--- src/rtl/sar_search_pkg.sv ---
// Shared types and helpers for the sar_search binary-search engine.
package sar_search_pkg;

    localparam int unsigned SAR_W = 4;

    typedef enum logic [1:0] {
        IDLE  = 2'd0,
        PROBE = 2'd1,
        DONE  = 2'd2
    } state_t;

    // Midpoint of an inclusive [lo, hi] range held in WIDTH+1 bits, zero-extended to 32.
    function automatic logic [31:0] sar_mid(input logic [31:0] lo, input logic [31:0] hi);
        return lo + ((hi - lo) >> 1);
    endfunction

endpackage

--- src/rtl/sar_search_dp.sv ---
// Search-range datapath: lo/hi bounds, registered probe and the bound-update arithmetic.
module sar_search_dp
    import sar_search_pkg::*;
#(
    parameter int unsigned WIDTH = SAR_W
) (
    input  logic             clk,
    input  logic             rst_n,
    input  logic             load_i,
    input  logic             upd_i,
    input  logic             gt_i,
    output logic [WIDTH-1:0] probe_o,
    output logic             empty_c_o
);

    localparam int unsigned BW = WIDTH + 1;

    logic [BW-1:0]    lo_q, hi_q, lo_d, hi_d;
    logic [BW-1:0]    probe_w;
    logic [WIDTH-1:0] probe_q;

    assign probe_w = BW'(probe_q);
    assign probe_o = probe_q;

    always_comb begin
        lo_d = lo_q;
        hi_d = hi_q;
        if (load_i) begin
            lo_d = '0;
            hi_d = {1'b0, {WIDTH{1'b1}}};
        end else if (upd_i) begin
            if (gt_i) begin
                hi_d = probe_w - BW'(1);
            end else begin
                lo_d = probe_w + BW'(1);
            end
        end
    end

    // hi = 0 - 1 would wrap to all-ones, so that underflow is flagged as empty explicitly.
    assign empty_c_o = (gt_i && (probe_q == '0)) || (lo_d > hi_d);

    always_ff @(posedge clk) begin
        if (!rst_n) begin
            lo_q    <= '0;
            hi_q    <= '0;
            probe_q <= '0;
        end else begin
            lo_q <= lo_d;
            hi_q <= hi_d;
            if (load_i || (upd_i && !empty_c_o)) begin
                probe_q <= WIDTH'(sar_mid(32'(lo_d), 32'(hi_d)));
            end
        end
    end

endmodule

--- src/rtl/sar_search.sv ---
// Binary-search engine driving an external comparator; FSM, handshake and result registers.
// Optional SAR_SEARCH_ERR_EN adds err_o and flags non-one-hot verdicts.
module sar_search
    import sar_search_pkg::*;
#(
    parameter  int unsigned WIDTH = SAR_W,
    localparam int unsigned CW    = $clog2(WIDTH + 2)
) (
    input  logic             clk,
    input  logic             rst_n,
    input  logic             start_i,
    output logic [WIDTH-1:0] probe_o,
    output logic             probe_valid_o,
    input  logic             cmp_valid_i,
    input  logic             cmp_eq_i,
    input  logic             cmp_gt_i,
    input  logic             cmp_lt_i,
    output logic             busy_o,
    output logic             done_o,
    output logic             found_o,
    output logic [WIDTH-1:0] result_o,
    output logic [CW-1:0]    probe_cnt_o
`ifdef SAR_SEARCH_ERR_EN
    ,
    output logic             err_o
`endif
);

    state_t           state_q, state_d;
    logic [CW-1:0]    cnt_q, cnt_d;
    logic [WIDTH-1:0] result_q, result_d;
    logic             found_q, found_d;
    logic             busy_q, done_q, pv_q;
    logic             load_c, upd_c, empty_c;

`ifdef SAR_SEARCH_ERR_EN
    logic             err_q, err_d;
    logic             verdict_ok_c;

    assign verdict_ok_c = $onehot({cmp_eq_i, cmp_gt_i, cmp_lt_i});
    assign err_o        = err_q;
`else
    // lt is implied whenever neither eq nor gt is set.
    logic             lt_unused_c;
    assign lt_unused_c = cmp_lt_i;
`endif

    sar_search_dp #(
        .WIDTH(WIDTH)
    ) u_dp (
        .clk      (clk),
        .rst_n    (rst_n),
        .load_i   (load_c),
        .upd_i    (upd_c),
        .gt_i     (cmp_gt_i),
        .probe_o  (probe_o),
        .empty_c_o(empty_c)
    );

    always_comb begin
        state_d  = state_q;
        cnt_d    = cnt_q;
        result_d = result_q;
        found_d  = found_q;
        load_c   = 1'b0;
        upd_c    = 1'b0;
`ifdef SAR_SEARCH_ERR_EN
        err_d    = err_q;
`endif
        case (state_q)
            IDLE: begin
                if (start_i) begin
                    state_d = PROBE;
                    load_c  = 1'b1;
                    cnt_d   = '0;
                    found_d = 1'b0;
`ifdef SAR_SEARCH_ERR_EN
                    err_d   = 1'b0;
`endif
                end
            end
            PROBE: begin
                if (cmp_valid_i) begin
                    cnt_d = cnt_q + CW'(1);
`ifdef SAR_SEARCH_ERR_EN
                    if (!verdict_ok_c) begin
                        err_d    = 1'b1;
                        found_d  = 1'b0;
                        result_d = probe_o;
                        state_d  = DONE;
                    end else
`endif
                    if (cmp_eq_i) begin
                        result_d = probe_o;
                        found_d  = 1'b1;
                        state_d  = DONE;
                    end else begin
                        upd_c = 1'b1;
                        if (empty_c) begin
                            result_d = probe_o;
                            found_d  = 1'b0;
                            state_d  = DONE;
                        end
                    end
                end
            end
            DONE:    state_d = IDLE;
            default: state_d = IDLE;
        endcase
    end

    always_ff @(posedge clk) begin
        if (!rst_n) begin
            state_q  <= IDLE;
            cnt_q    <= '0;
            result_q <= '0;
            found_q  <= 1'b0;
            busy_q   <= 1'b0;
            done_q   <= 1'b0;
            pv_q     <= 1'b0;
`ifdef SAR_SEARCH_ERR_EN
            err_q    <= 1'b0;
`endif
        end else begin
            state_q  <= state_d;
            cnt_q    <= cnt_d;
            result_q <= result_d;
            found_q  <= found_d;
            busy_q   <= (state_d == PROBE);
            pv_q     <= (state_d == PROBE);
            done_q   <= (state_d == DONE);
`ifdef SAR_SEARCH_ERR_EN
            err_q    <= err_d;
`endif
        end
    end

    assign busy_o        = busy_q;
    assign done_o        = done_q;
    assign probe_valid_o = pv_q;
    assign found_o       = found_q;
    assign result_o      = result_q;
    assign probe_cnt_o   = cnt_q;

endmodule

--- config.mk ---
export PLATFORM = sky130hd
export DESIGN_NAME = sar_search
export DESIGN_NICKNAME = d
export VERILOG_FILES = /design/src/rtl/sar_search_pkg.sv /design/src/rtl/sar_search_dp.sv /design/src/rtl/sar_search.sv
export SDC_FILE = /design/constraint.sdc
export NUM_CORES = 1
export LEC_CHECK = 0
export ABC_AREA = 0
export CORE_MARGIN = 2
export CORE_UTILIZATION = 54
export CTS_CLUSTER_DIAMETER = 80
export CTS_CLUSTER_SIZE = 24
export DETAILED_ROUTE_END_ITERATION = 8
export PLACE_DENSITY = 0.79
export SLEW_MARGIN = 20
export SYNTH_ARGS = -nofsm -noshare
export SYNTH_HDL_FRONTEND = slang
export SYNTH_HIERARCHICAL = 1
export SYNTH_SLANG_ARGS = --single-unit
--- constraint.sdc ---
create_clock -name clk -period 4.9 [get_ports clk]
set_input_delay 0.98 -clock clk [delete_from_list [all_inputs] [get_ports clk]]
set_output_delay 0.98 -clock clk [all_outputs]
set_load 0.1 [all_outputs]
* Yosys cells after proc, flatten, opt, wreduce, memory -nomap -nowiden *
Index checks and enable logic that the tools add are counted.

word-level totals
  input port bits = 7
  memory bits (writable) = 0
  memories = 0
  register bits after elaboration = 26
  logic and storage cells = 59
  output and inout bits = 15
  memory bits (read-only) = 0
  bits in latches = 0

operators by class
  add/sub/neg operators = 5
  bitwise operators = 0
  divide/modulo/power cells = 0
  $lt $le $gt $ge = 1
  muxes and demuxes = 26
  equal/unequal tests = 6
  shift operators = 0
  reductions and logical operators = 12
  multipliers = 0

operators with widths
  kind                                                                number
  5-bit two-way mux                                                   6
  1-bit two-way mux                                                   9
  2-bit two-way mux                                                   4
  4-bit two-way mux                                                   2
  3-bit two-way mux                                                   2
  3-bit case mux with 2 select lines                                  1
  3-bit AND reduction                                                 2
  4-bit by 1-bit adder with 5-bit output, second input constant       1
  5-bit > comparator                                                  1
  4-bit by 1-bit subtractor with 5-bit output, second input constant  1
  5-bit subtractor                                                    1
  4-bit adder                                                         1
  2-bit by 1-bit == test with 1-bit output, second input constant     2
  4-bit logical NOT                                                   1
  2-bit != test, second input constant                                2
  2-bit case mux with 2 select lines                                  1
  4-bit AND reduction                                                 1
  2-bit nonzero test                                                  2
  3-bit by 1-bit adder with 3-bit output, second input constant       1
  3-bit by 2-bit != test with 1-bit output, second input constant     1
  2-bit == test, second input constant                                1
  1-bit logical AND                                                   2
  2-bit logical NOT                                                   1
  1-bit logical OR                                                    2
  2 further kinds                                                     2

* Depth between registers and ports, before layout *
  depth after elaboration = 12
  gate-level depth with buffers = 17
  depth with buffers taken out = 15

* By module *
Netlist, hierarchy kept.

by module, submodules not included
  module         cells an instance  sequential area each (um^2)  area each (um^2)  instances
  sar_search_dp  131                280.3                        1108.6            1
  sar_search     53                 240.2                        523.0             1

* Worst setup path before layout *
OpenSTA, ideal clock, no wires.

  kind = input port to flip-flop
  start = in cmp_valid_i
  end = reg u_dp.probe_q[3], in the netlist u_dp/probe_o[3]
  library setup time = 124 ps
  buffers on the path = 2
  data arrival time = 3935 ps
  setup slack = 841 ps
  data required time = 4776 ps
  cell stages on the path = 17
  cells stage by stage = nand3b_4 > nor2_1 > buf_4 > nor2b_1 > buf_2 > nand2_1 > a21oi_1 > inv_1 > fa_1 > xnor2_1 > ha_1 > a21oi_1 > o22ai_1 > a22oi_1 > a311oi_1 > xnor2_1 > o22ai_1

on the way
  longest elaborated chain between the ends = 9
  elaborated cells on any way between the ends = 13
  those cells by class = add/sub: 2; order compare: 1; mux: 6; reduce/logical: 4

RTL lines
  item                                                      line                 source
  from (decl)                                               sar_search.sv:14     input logic cmp_valid_i,
  1-bit two-way mux *                                       sar_search.sv:83     if (cmp_valid_i) begin
  1-bit two-way mux *                                       sar_search.sv:70     case (state_q)
  via upd_c                                                 sar_search.sv:34     logic load_c, upd_c, empty_c;
  5-bit two-way mux *                                       sar_search_dp.sv:31  end else if (upd_i) begin
  5-bit two-way mux *                                       sar_search_dp.sv:28  if (load_i) begin
  via u_dp.lo_d[1]                                          sar_search_dp.sv:18  logic [BW-1:0] lo_q, hi_q, lo_d, hi_d;
  branches (longest 5 deep; another with 5-bit subtractor)  n/a
  to (signal assigned)                                      sar_search_dp.sv:52  probe_q <= WIDTH'(sar_mid(32'(lo_d), 32'(hi_d)));
  to (decl)                                                 sar_search_dp.sv:20  logic [WIDTH-1:0] probe_q;

Mark *: on every way through the listed nets, which the timed path passes.
A chain may end at the register's enable or synchronous reset.

* Worst setup path in the final report *
  start = in cmp_valid_i
  end = reg u_dp.probe_q[3], in the netlist u_dp/probe_o[3]

on the way
  longest elaborated chain between the ends = 9
  elaborated cells on any way between the ends = 13
  those cells by class = add/sub: 2; order compare: 1; mux: 6; reduce/logical: 4

RTL lines
  item                                                      line
  1-bit two-way mux *                                       sar_search.sv:83
  1-bit two-way mux *                                       sar_search.sv:70
  via upd_c                                                 sar_search.sv:34
  branches (longest 7 deep; another with 5-bit subtractor)  n/a

Marks and branches as above.

==> results.md <==
| Parameter | Value | Unit |
|---|---|---|
| Aggregate routed wire length | 3490 | µm |
| Post-CTS setup buffer count | 0 | - |
| Routed wire length per instance | 14.8 | µm |
| Setup-failing EPs final | 0 | - |
| Total standard cell area after synthesis | 0.00163 | mm² |
| Number of buffer cells added on primary ports | 20 | - |
| Number of iterations in the first detailed-routing pass | 6 | - |
| Insertion delay of the later-clocked pin in the worst-skew pair | 0.33 | ns |
| Total cell area at the placement stage | 0.00186 | mm² |
| Crit end category | register | - |
| Path class of the lowest-slack min-delay path | reg2reg | - |
| Biggest fanout along the worst timing path | 5 | - |
| Clock sinks | 26 | - |
| Predominant post-synthesis flop cell | dfxtp_1 | - |
| Number of instances in the synthesized netlist | 184 | - |
| DRC violations left | 3 | - |
| Smallest setup slack after layout | 0.518 | ns |
| Pwr per Cell Area | 318 | mW/mm² |
| Largest net degree at the start of global routing | 24 | - |
| Gpl congestion | 0.825 | - |
| I/O pin count | 22 | - |
| Die Ht | 59.0 | µm |
| Horizontal extent of the die | 59.0 | µm |
| H-tree levels | 1 | - |
| Outcome | finished with violations | - |
| Slew at the pin with the worst max-slew slack | 0.970 | ns |
| CTS max path bufs | 2 | - |
| Highest attainable clock frequency | 228 | MHz |
| Ratio of routed vias to standard cells | 5.78 | - |
| Start-to-end type of the worst setup path | in2reg | - |
| Post-route minimum period | 4.38 | ns |
| Num rows | 19 | - |
| Proportion of register bits with asynchronous set or reset after synthesis | 0 | % |
| Core box area | 0.00281 | mm² |
| Number of synthesized register bits | 26 | - |
| Global-route wire length before repair | 5950 | µm |
| Crit start category | input pin | - |
| R2r setup slk | 1.22 | ns |
| Detailed-placement wirelength estimate | 2610 | µm |
| Vias in the first global route | 1295 | - |
| Final design area excluding fillers | 0.00191 | mm² |
| Utilization after layout | 68.1 | % |
| Clock transition at path regs | 0.15 | ns |
| Static leakage | 0.745 | nW |
| Max-capacitance violation count | 0 | - |
| Unrepaired setup endpoints after global routing | false | - |
| Average cell area after synthesis | 8.87 | µm² |
| Cell variety after synth | 48 | - |
| Total negative slack for setup checks | 0 | ns |
| WP data arrival | 4.61 | ns |
| Total overflow reported by the global router | 0 | - |
| Number of enable flip-flop cells after synthesis | 0 | - |
| Synth warnings | 6 | - |
| Net count, final | 224 | - |
| Area of the die | 0.00348 | mm² |
| Hold-fix buffers at CTS | 0 | - |
| Violated checks | design-rule violations | - |
| CTS tree | yes | - |
| Number of inserted diodes | 0 | - |
| Worst-case setup slack after placement | 0.186 | ns |
| Post-synthesis sequential area ratio | 31.9 | % |
| Number of nets with antenna violations after detailed routing | 0 | - |
| Critical path data required time | 5.13 | ns |
| Number of buffers created by CTS | 3 | - |
| Final Hold Viols | 0 | - |
| Initial Util | 58.2 | % |
| Post-cts resize count | 0 | - |
| GRT Overall Usage | 22.3 | % |
| Share of the clock period used by the worst path after layout | 89.4 | % |
| Share of post-route cells with drive strength above 1 | 11.7 | % |
| Via count | 1365 | - |
| CTS Root Buffer Type | clkbuf_4 | - |
| Layout-stage area growth over the synthesis result | 17.1 | % |
| Worst clock skew | 0.00246 | ns |
| Initial antenna violation count | 0 | - |
| Synth Net Count | 202 | - |
| Worst voltage drop across the vdd grid | 0.310 | mV |
| Number of slew-limit violations in the final report | 0 | - |
| Max transition margin | 35.2 | % |
| DRC violation total after the first TritonRoute iteration | 63 | - |
## synthesized netlist by cell type (all sizes together) (7+ instances only)
| cell type | n | area share, % |
|---|---|---|
| xnor2 | 7 | 3.8 |
| a21oi | 9 | 2.8 |
| mux2i | 7 | 4.3 |
| nand2 | 21 | 4.8 |
| buf | 10 | 4.2 |
| ha | 9 | 6.9 |
| dfxtp | 26 | 32 |
| nor2 | 24 | 7.0 |
## layout make-up
| type | instances | area [µm²] |
|---|---|---|
| multi-input cells | 141 | 1020 |
| fillers | 242 | 895 |
| flip-flops and latches | 26 | 520 |
| repair buffers | 28 | 260 |
| well taps | 31 | 38.8 |
| clock inverters | 1 | 30.0 |
| clock buffers | 3 | 22.5 |
| inverters | 6 | 22.5 |
## where the power goes
| part | internal [mW] | total [mW] | switching (mW) | leakage, nW |
|---|---|---|---|---|
| Combinational | 0.0763 | 0.217 | 0.141 | 0.505 |
| Clock | 0.0828 | 0.149 | 0.0667 | 0.0279 |
| Sequential | 0.224 | 0.240 | 0.0166 | 0.212 |
| Total | 0.383 | 0.607 | 0.224 | 0.745 |
## worst max-delay path, cell delays in order
cell,delay (ns)
clkdlybuf4s50_1,0.56
nand3b_4,0.09
nor2_1,0.23
or4b_4,0.53
a31o_2,0.27
fa_1,0.39
xnor2_1,0.23
ha_1,0.26
a21oi_1,0.32
o22ai_1,0.14
a22oi_1,0.20
a311oi_1,0.09
xnor2_1,0.21
o22ai_1,0.10
## layout by cell type, fill, tap and decap left out, types with 5 or more instances in the layout
cell type and n:
dfxtp_1 26, nor2_1 22, nand2_1 21, clkdlybuf4s50_1 20, ha_1 9, a21oi_1 9
buf_4 8, mux2i_1 7, xnor2_1 7, inv_1 5, nand4_1 5, and2_1 5
xor2_1 5, nor3_1 5
## layer usage
metal | part of all wire [%] | global-route usage [%]
met5 | 0 | 0
met2 | 49 | 37.1
met4 | 0.49 | 3.90
met3 | 4.9 | 4.62
met1 | 46 | 30.1
## stage by stage
step	std cells	hold slack (ns)	power (mW)
after floorplan	184	0.478	0.413
after global placement	232	0.441	0.453
after detailed placement	232	0.454	0.459
after CTS	236	0.473	0.610
after global routing	236	0.498	0.640
final	236	0.467	0.607
## registers in the layout, summed over array words and instances, names as in the netlist
register       flops
u_dp/probe_o       4
state_q            2
u_dp/lo_q          5
u_dp/hi_q          5
result_o           4
done_o             1
found_o            1
probe_cnt_o        3
probe_valid_o      1
## logic make-up (layout without fill, tap and decap cells)
logic type	count (synthesis)	in the layout	synth area share, %
multiplexers	8	8	4.98
flip-flops	26	26	31.9
buffers and inverters	17	38	5.83
XOR/XNOR	12	12	6.44
adder cells (fa/ha/maj)	11	11	9.36
AND/OR/NAND/NOR	75	75	24.8
AO/OA/AOI/OAI	35	35	16.6
## worst paths after layout
kind	startpoint	cells past startpoint	end
max	cmp_valid_i	14	u_dp/probe_o[3]
min	result_o[2]	2	result_o[2]
max reg2reg	state_q[1]	14	u_dp/probe_o[3]
min reg2reg	result_o[2]	2	result_o[2]
Note: power is estimated with default switching activity, not from simulation.
==> RTL edit 1, RTL diff (config.mk and constraints unchanged) <==
The 3 states of `state_t` get a one-hot encoding in 3 bits.
--- a/src/rtl/sar_search_pkg.sv
+++ b/src/rtl/sar_search_pkg.sv
@@ -5,6 +5,6 @@
 
-    typedef enum logic [1:0] {
-        IDLE  = 2'd0,
-        PROBE = 2'd1,
-        DONE  = 2'd2
+    typedef enum logic [2:0] {
+        IDLE  = 3'b001,
+        PROBE = 3'b010,
+        DONE  = 3'b100
     } state_t;
Behaviour: same outputs for any inputs over 10 cycles, from zero or initial values and one cycle with rst_n low; not proved beyond that.
==> RTL edit 1 against the unedited design <==
Die area increased by 0.58%. Total power decreased by 21%. Worst setup slack got worse by 0.24 ns. Sequential cell count increased by 1. Cell area decreased by 1.0%. Worst hold slack improved by 0.0015 ns. Routed wire length decreased by 3.1%. Area after synthesis increased by 0.61%. Critical endpoint unchanged. Largest cell class unchanged.
==> RTL edit 1: results (changes against the unedited design) <==
\begin{tabular}{lr}
\hline
Metric & Value \\
\hline
\multicolumn{2}{l}{\textbf{Run status}} \\
Result of the run & complete, no violations \\
\multicolumn{2}{l}{\textbf{Logic synthesis}} \\
Compound-Gate Fraction of Synth Area & 19.1\% (+2.5 points) \\
Post-Synth XOR/XNOR Area & 5.34\% (-1.1 points) \\
Number of unique standard cell types used by synthesis & 45 (-6.3\%) \\
Sequential fraction of the synthesis area & 32.9\% (+1.0 points) \\
Commonest cells post-synth & dfxtp\_1, nor2\_1, nand2\_1 \\
Mux share of post-synthesis cell area & 4.95\% (-0.030 points) \\
\multicolumn{2}{l}{\textbf{Setup path}} \\
Minimum setup slack among reg-to-reg paths & 1.00 ns (-0.22 ns) \\
Critical-path maximum fanout & 7 (+2) \\
Depth of the most critical reg-to-reg path & 13 (-1) \\
Critical path arrival & 4.84 ns (+0.23 ns) \\
Critical register-to-register path startpoint & state\_q[2]\$\_SDFF\_PN0\_ \\
\multicolumn{2}{l}{\textbf{GRT}} \\
Vias in the first global route & 1,261 (-2.6\%) \\
Overall fraction of global-route tracks in use & 20.5\% (-1.8 points) \\
Met1 global-route usage & 26.3\% (-3.9 points) \\
Maximum number of pins on one net before global-route repair & 22 (-8.3\%) \\
\multicolumn{2}{l}{\textbf{Placed design}} \\
Global placement routability congestion & 0.819 (-0.76\%) \\
Count of placed standard cells including taps & 240 (+3.4\%) \\
Post-DP HPWL & 2.53 mm (-3.2\%) \\
Post-placement worst setup slack & -0.0565 ns (-0.242 ns) \\
\multicolumn{2}{l}{\textbf{Route}} \\
Average routed wire per standard cell & 13.9 um (-6.2\%) \\
Overall via count from detail\_route & 1,428 (+4.6\%) \\
DRT iter0 DRCs & 66 (+4.8\%) \\
\multicolumn{2}{l}{\textbf{Timing}} \\
Slew at the pin with the worst max-slew slack & 0.985 ns (+0.0151 ns) \\
\multicolumn{2}{l}{\textbf{Finish}} \\
Fraction of layout instances using a drive strength above 1 & 9.48\% (-2.2 points) \\
Fillers & 256 (+5.8\%) \\
\multicolumn{2}{l}{\textbf{Power and ir drop}} \\
Leak Pwr & 0.705 nW (-5.5\%) \\
\hline
\end{tabular}
[RTL edit 1: changes by cell type after synthesis, sizes merged, moves of 2 or more]
cell / change
nand4: -2
buf: -2
clkbuf: +2
nand2b: +3
xor2: -2
a21oi: +3
o21ai: +4
nor3b: -2
[RTL edit 1: cell type report]
type	count	area [um2]	area share [%]
multi-input combinational	146	1000	53.1
sequential	27	541	28.6
timing repair buffer	27	253	13.4
tap	33	41.3	2.18
clock buffer	4	26.3	1.39
inverter	7	26.3	1.39
[RTL edit 1: worst register-to-register path: stages (launching register included)]
cell and delay, ns:
dfxtp_1 0.37, nand4bb_1 0.21, nor2_1 0.38, or4b_4 0.54, a31o_2 0.28, fa_1 0.40
xnor2_1 0.23, ha_1 0.27, a21oi_1 0.32, o22ai_1 0.17, a22oi_1 0.19, a311oi_1 0.08
xnor2_1 0.24, o22ai_1 0.12
[RTL edit 1: how the worst max path moves through the flow]
| stage | start | to | slack [ns] | depth (start not counted) |
|---|---|---|---|---|
| finish | cmp_valid_i | u_dp/probe_o[3]$_SDFFE_PN0P_ | 0.28 | 14 |
| global placement | cmp_valid_i | u_dp/probe_o[3]$_SDFFE_PN0P_ | 0.14 | 14 |
| CTS | cmp_valid_i | u_dp/probe_o[3]$_SDFFE_PN0P_ | 0.31 | 14 |
| detailed placement | cmp_valid_i | u_dp/probe_o[3]$_SDFFE_PN0P_ | -0.06 | 14 |
| floorplan | cmp_valid_i | u_dp/probe_o[3]$_SDFFE_PN0P_ | 0.74 | 18 |
| global route | cmp_valid_i | u_dp/probe_o[3]$_SDFFE_PN0P_ | 0.14 | 14 |
[RTL edit 1: power by group]
group | internal (W) | switching [W]
combinational | 0.0000517 | 0.0000941
sequential | 0.000228 | 0.0000111
clock | 0.0000319 | 0.0000646
total | 0.000312 | 0.000170
==> RTL edit 2, RTL diff (same settings) <==
Without the edit above. Set the package constant `SAR_W` to 2 (it was 4).
--- a/src/rtl/sar_search_pkg.sv
+++ b/src/rtl/sar_search_pkg.sv
@@ -3,3 +3,3 @@
 
-    localparam int unsigned SAR_W = 4;
+    localparam int unsigned SAR_W = 2;
 
Interface: changed (resized probe_cnt_o, probe_o and result_o); port bits go from 22 to 17. The function was not compared with the original's and may differ.
==> RTL edit 2 against the unedited design <==
Critical path depth decreased by 1. Area after synthesis shrank 43%. Cell area is 42% lower. Utilization down 1.7 points. Sequential power down 36%. Synthesized cell count fell by 42%. Routed wire length decreased by 47%. Sequential cell count fell by 9. Clock power is 51% lower. Global-route usage fell by 0.56 points. Total power fell by 47%. Worst setup slack better by 0.59 ns. Largest power group unchanged. Highest routed layer unchanged.
==> RTL edit 2: results (changes against the unedited design) <==
\begin{tabular}{lr}
\hline
Metric & Value \\
\hline
\multicolumn{2}{l}{\textbf{Run status}} \\
Result of the run & complete, no violations \\
\multicolumn{2}{l}{\textbf{Route}} \\
Average routed wire per standard cell & 13.2 um (-11\%) \\
Overall via count from detail\_route & 777 (-43\%) \\
DRT iter0 DRCs & 18 (-71\%) \\
Final wirelength & 1.84 mm (-47\%) \\
\multicolumn{2}{l}{\textbf{Timing}} \\
Crit path time final & 3.80 ns (-0.586 ns) \\
Worst slack on hold paths & 0.462 ns (-0.00521 ns) \\
\multicolumn{2}{l}{\textbf{Placed design}} \\
Post-placement worst setup slack & 0.812 ns (+0.627 ns) \\
Count of placed standard cells including taps & 136 (-41\%) \\
Area after DPL & 1080 um2 (-42\%) \\
Global placement routability congestion & 0.816 (-1.0\%) \\
Post-DP HPWL & 1.41 mm (-46\%) \\
\multicolumn{2}{l}{\textbf{Finish}} \\
Fraction of layout instances using a drive strength above 1 & 10.6\% (-1.1 points) \\
\multicolumn{2}{l}{\textbf{Logic synthesis}} \\
Area contributors post-synth & dfxtp\_1, ha\_1, nor2\_1 \\
Sequential fraction of the synthesis area & 36.5\% (+4.6 points) \\
Commonest cells post-synth & dfxtp\_1, nor2\_1, nand2\_1 \\
Gate count of the mapped netlist & 107 (-42\%) \\
\multicolumn{2}{l}{\textbf{Setup path}} \\
Critical register-to-register path startpoint & state\_q[0]\$\_SDFF\_PN0\_ \\
Critical path arrival & 4.00 ns (-0.61 ns) \\
Endpoint of the lowest-slack register-to-register path & u\_dp/probe\_o[1]\$\_SDFFE\_PN0P\_ \\
Minimum setup slack among reg-to-reg paths & 1.93 ns (+0.71 ns) \\
CP delay by family, top & buffers and inverters \\
\multicolumn{2}{l}{\textbf{GRT}} \\
Overall fraction of global-route tracks in use & 21.7\% (-0.56 points) \\
Maximum number of pins on one net before global-route repair & 14 (-42\%) \\
Vias in the first global route & 737 (-43\%) \\
Met1 global-route usage & 24.8\% (-5.4 points) \\
Global-route wire length before repair & 3.12 mm (-48\%) \\
\multicolumn{2}{l}{\textbf{Clocking}} \\
Clock-pin slew on the worst setup and hold paths & 0.09 ns (-0.06 ns) \\
\multicolumn{2}{l}{\textbf{Min path}} \\
Hold-critical path endpoint & result\_o[1]\$\_SDFFE\_PN0P\_ \\
\hline
\end{tabular}
[RTL edit 2: changes by cell type in the layout (fill, tap and decap cells not counted), moves of 5 or more]
cell / before / now
nor2_1: 22 / 16
nand2_1: 21 / 11
a21oi_1: 9 / 2
dfxtp_1: 26 / 17
clkdlybuf4s50_1: 20 / 15
buf_4: 8 / 1
nand4_1: 5 / 0
xnor2_1: 7 / 2
[RTL edit 2: kinds of logic (layout without fill, tap and decap cells)]
kind of cell | count (synthesis) | in the layout | share of synthesized area (%)
AND/OR/NAND/NOR | 49 | 49 | 28.6
AO/OA/AOI/OAI | 17 | 17 | 12.5
flip-flops | 17 | 17 | 36.5
buffers and inverters | 10 | 26 | 5.37
adder cells (fa/ha/maj) | 6 | 6 | 8.86
multiplexers | 5 | 5 | 5.37
XOR/XNOR | 3 | 3 | 2.82
[RTL edit 2: cell type report]
type	count	area (um2)
Fill cell	147	561
Timing Repair Buffer	16	158
Sequential cell	17	340
Tap cell	17	21.3
Inverter	6	22.5
Clock buffer	4	26.3
Multi-Input combinational cell	80	542
[RTL edit 2: power by group through the flow]
stage | Sequential (W) | Combinational [W] | Clock (W)
after detailed placement | 0.000157 | 0.0000952 | 0
final | 0.000154 | 0.0000959 | 0.0000733
after global routing | 0.000156 | 0.000103 | 0.0000836
after floorplan | 0.000185 | 0.0000447 | 0
after global placement | 0.000156 | 0.0000935 | 0
after CTS | 0.000154 | 0.0000960 | 0.0000759
[RTL edit 2: routing by layer]
metal  part of all wire, %  vias to the layer above
li1                      -                      400
met1                    43                      359
met2                    52                       14
met3                   3.1                        4
met4                   1.5                        0
met5                     0                        -
[RTL edit 2: worst min-delay path: stages (launching register included)]
cell and delay, ns:
dfxtp_1 0.32, nand2_1 0.05, mux2i_1 0.05
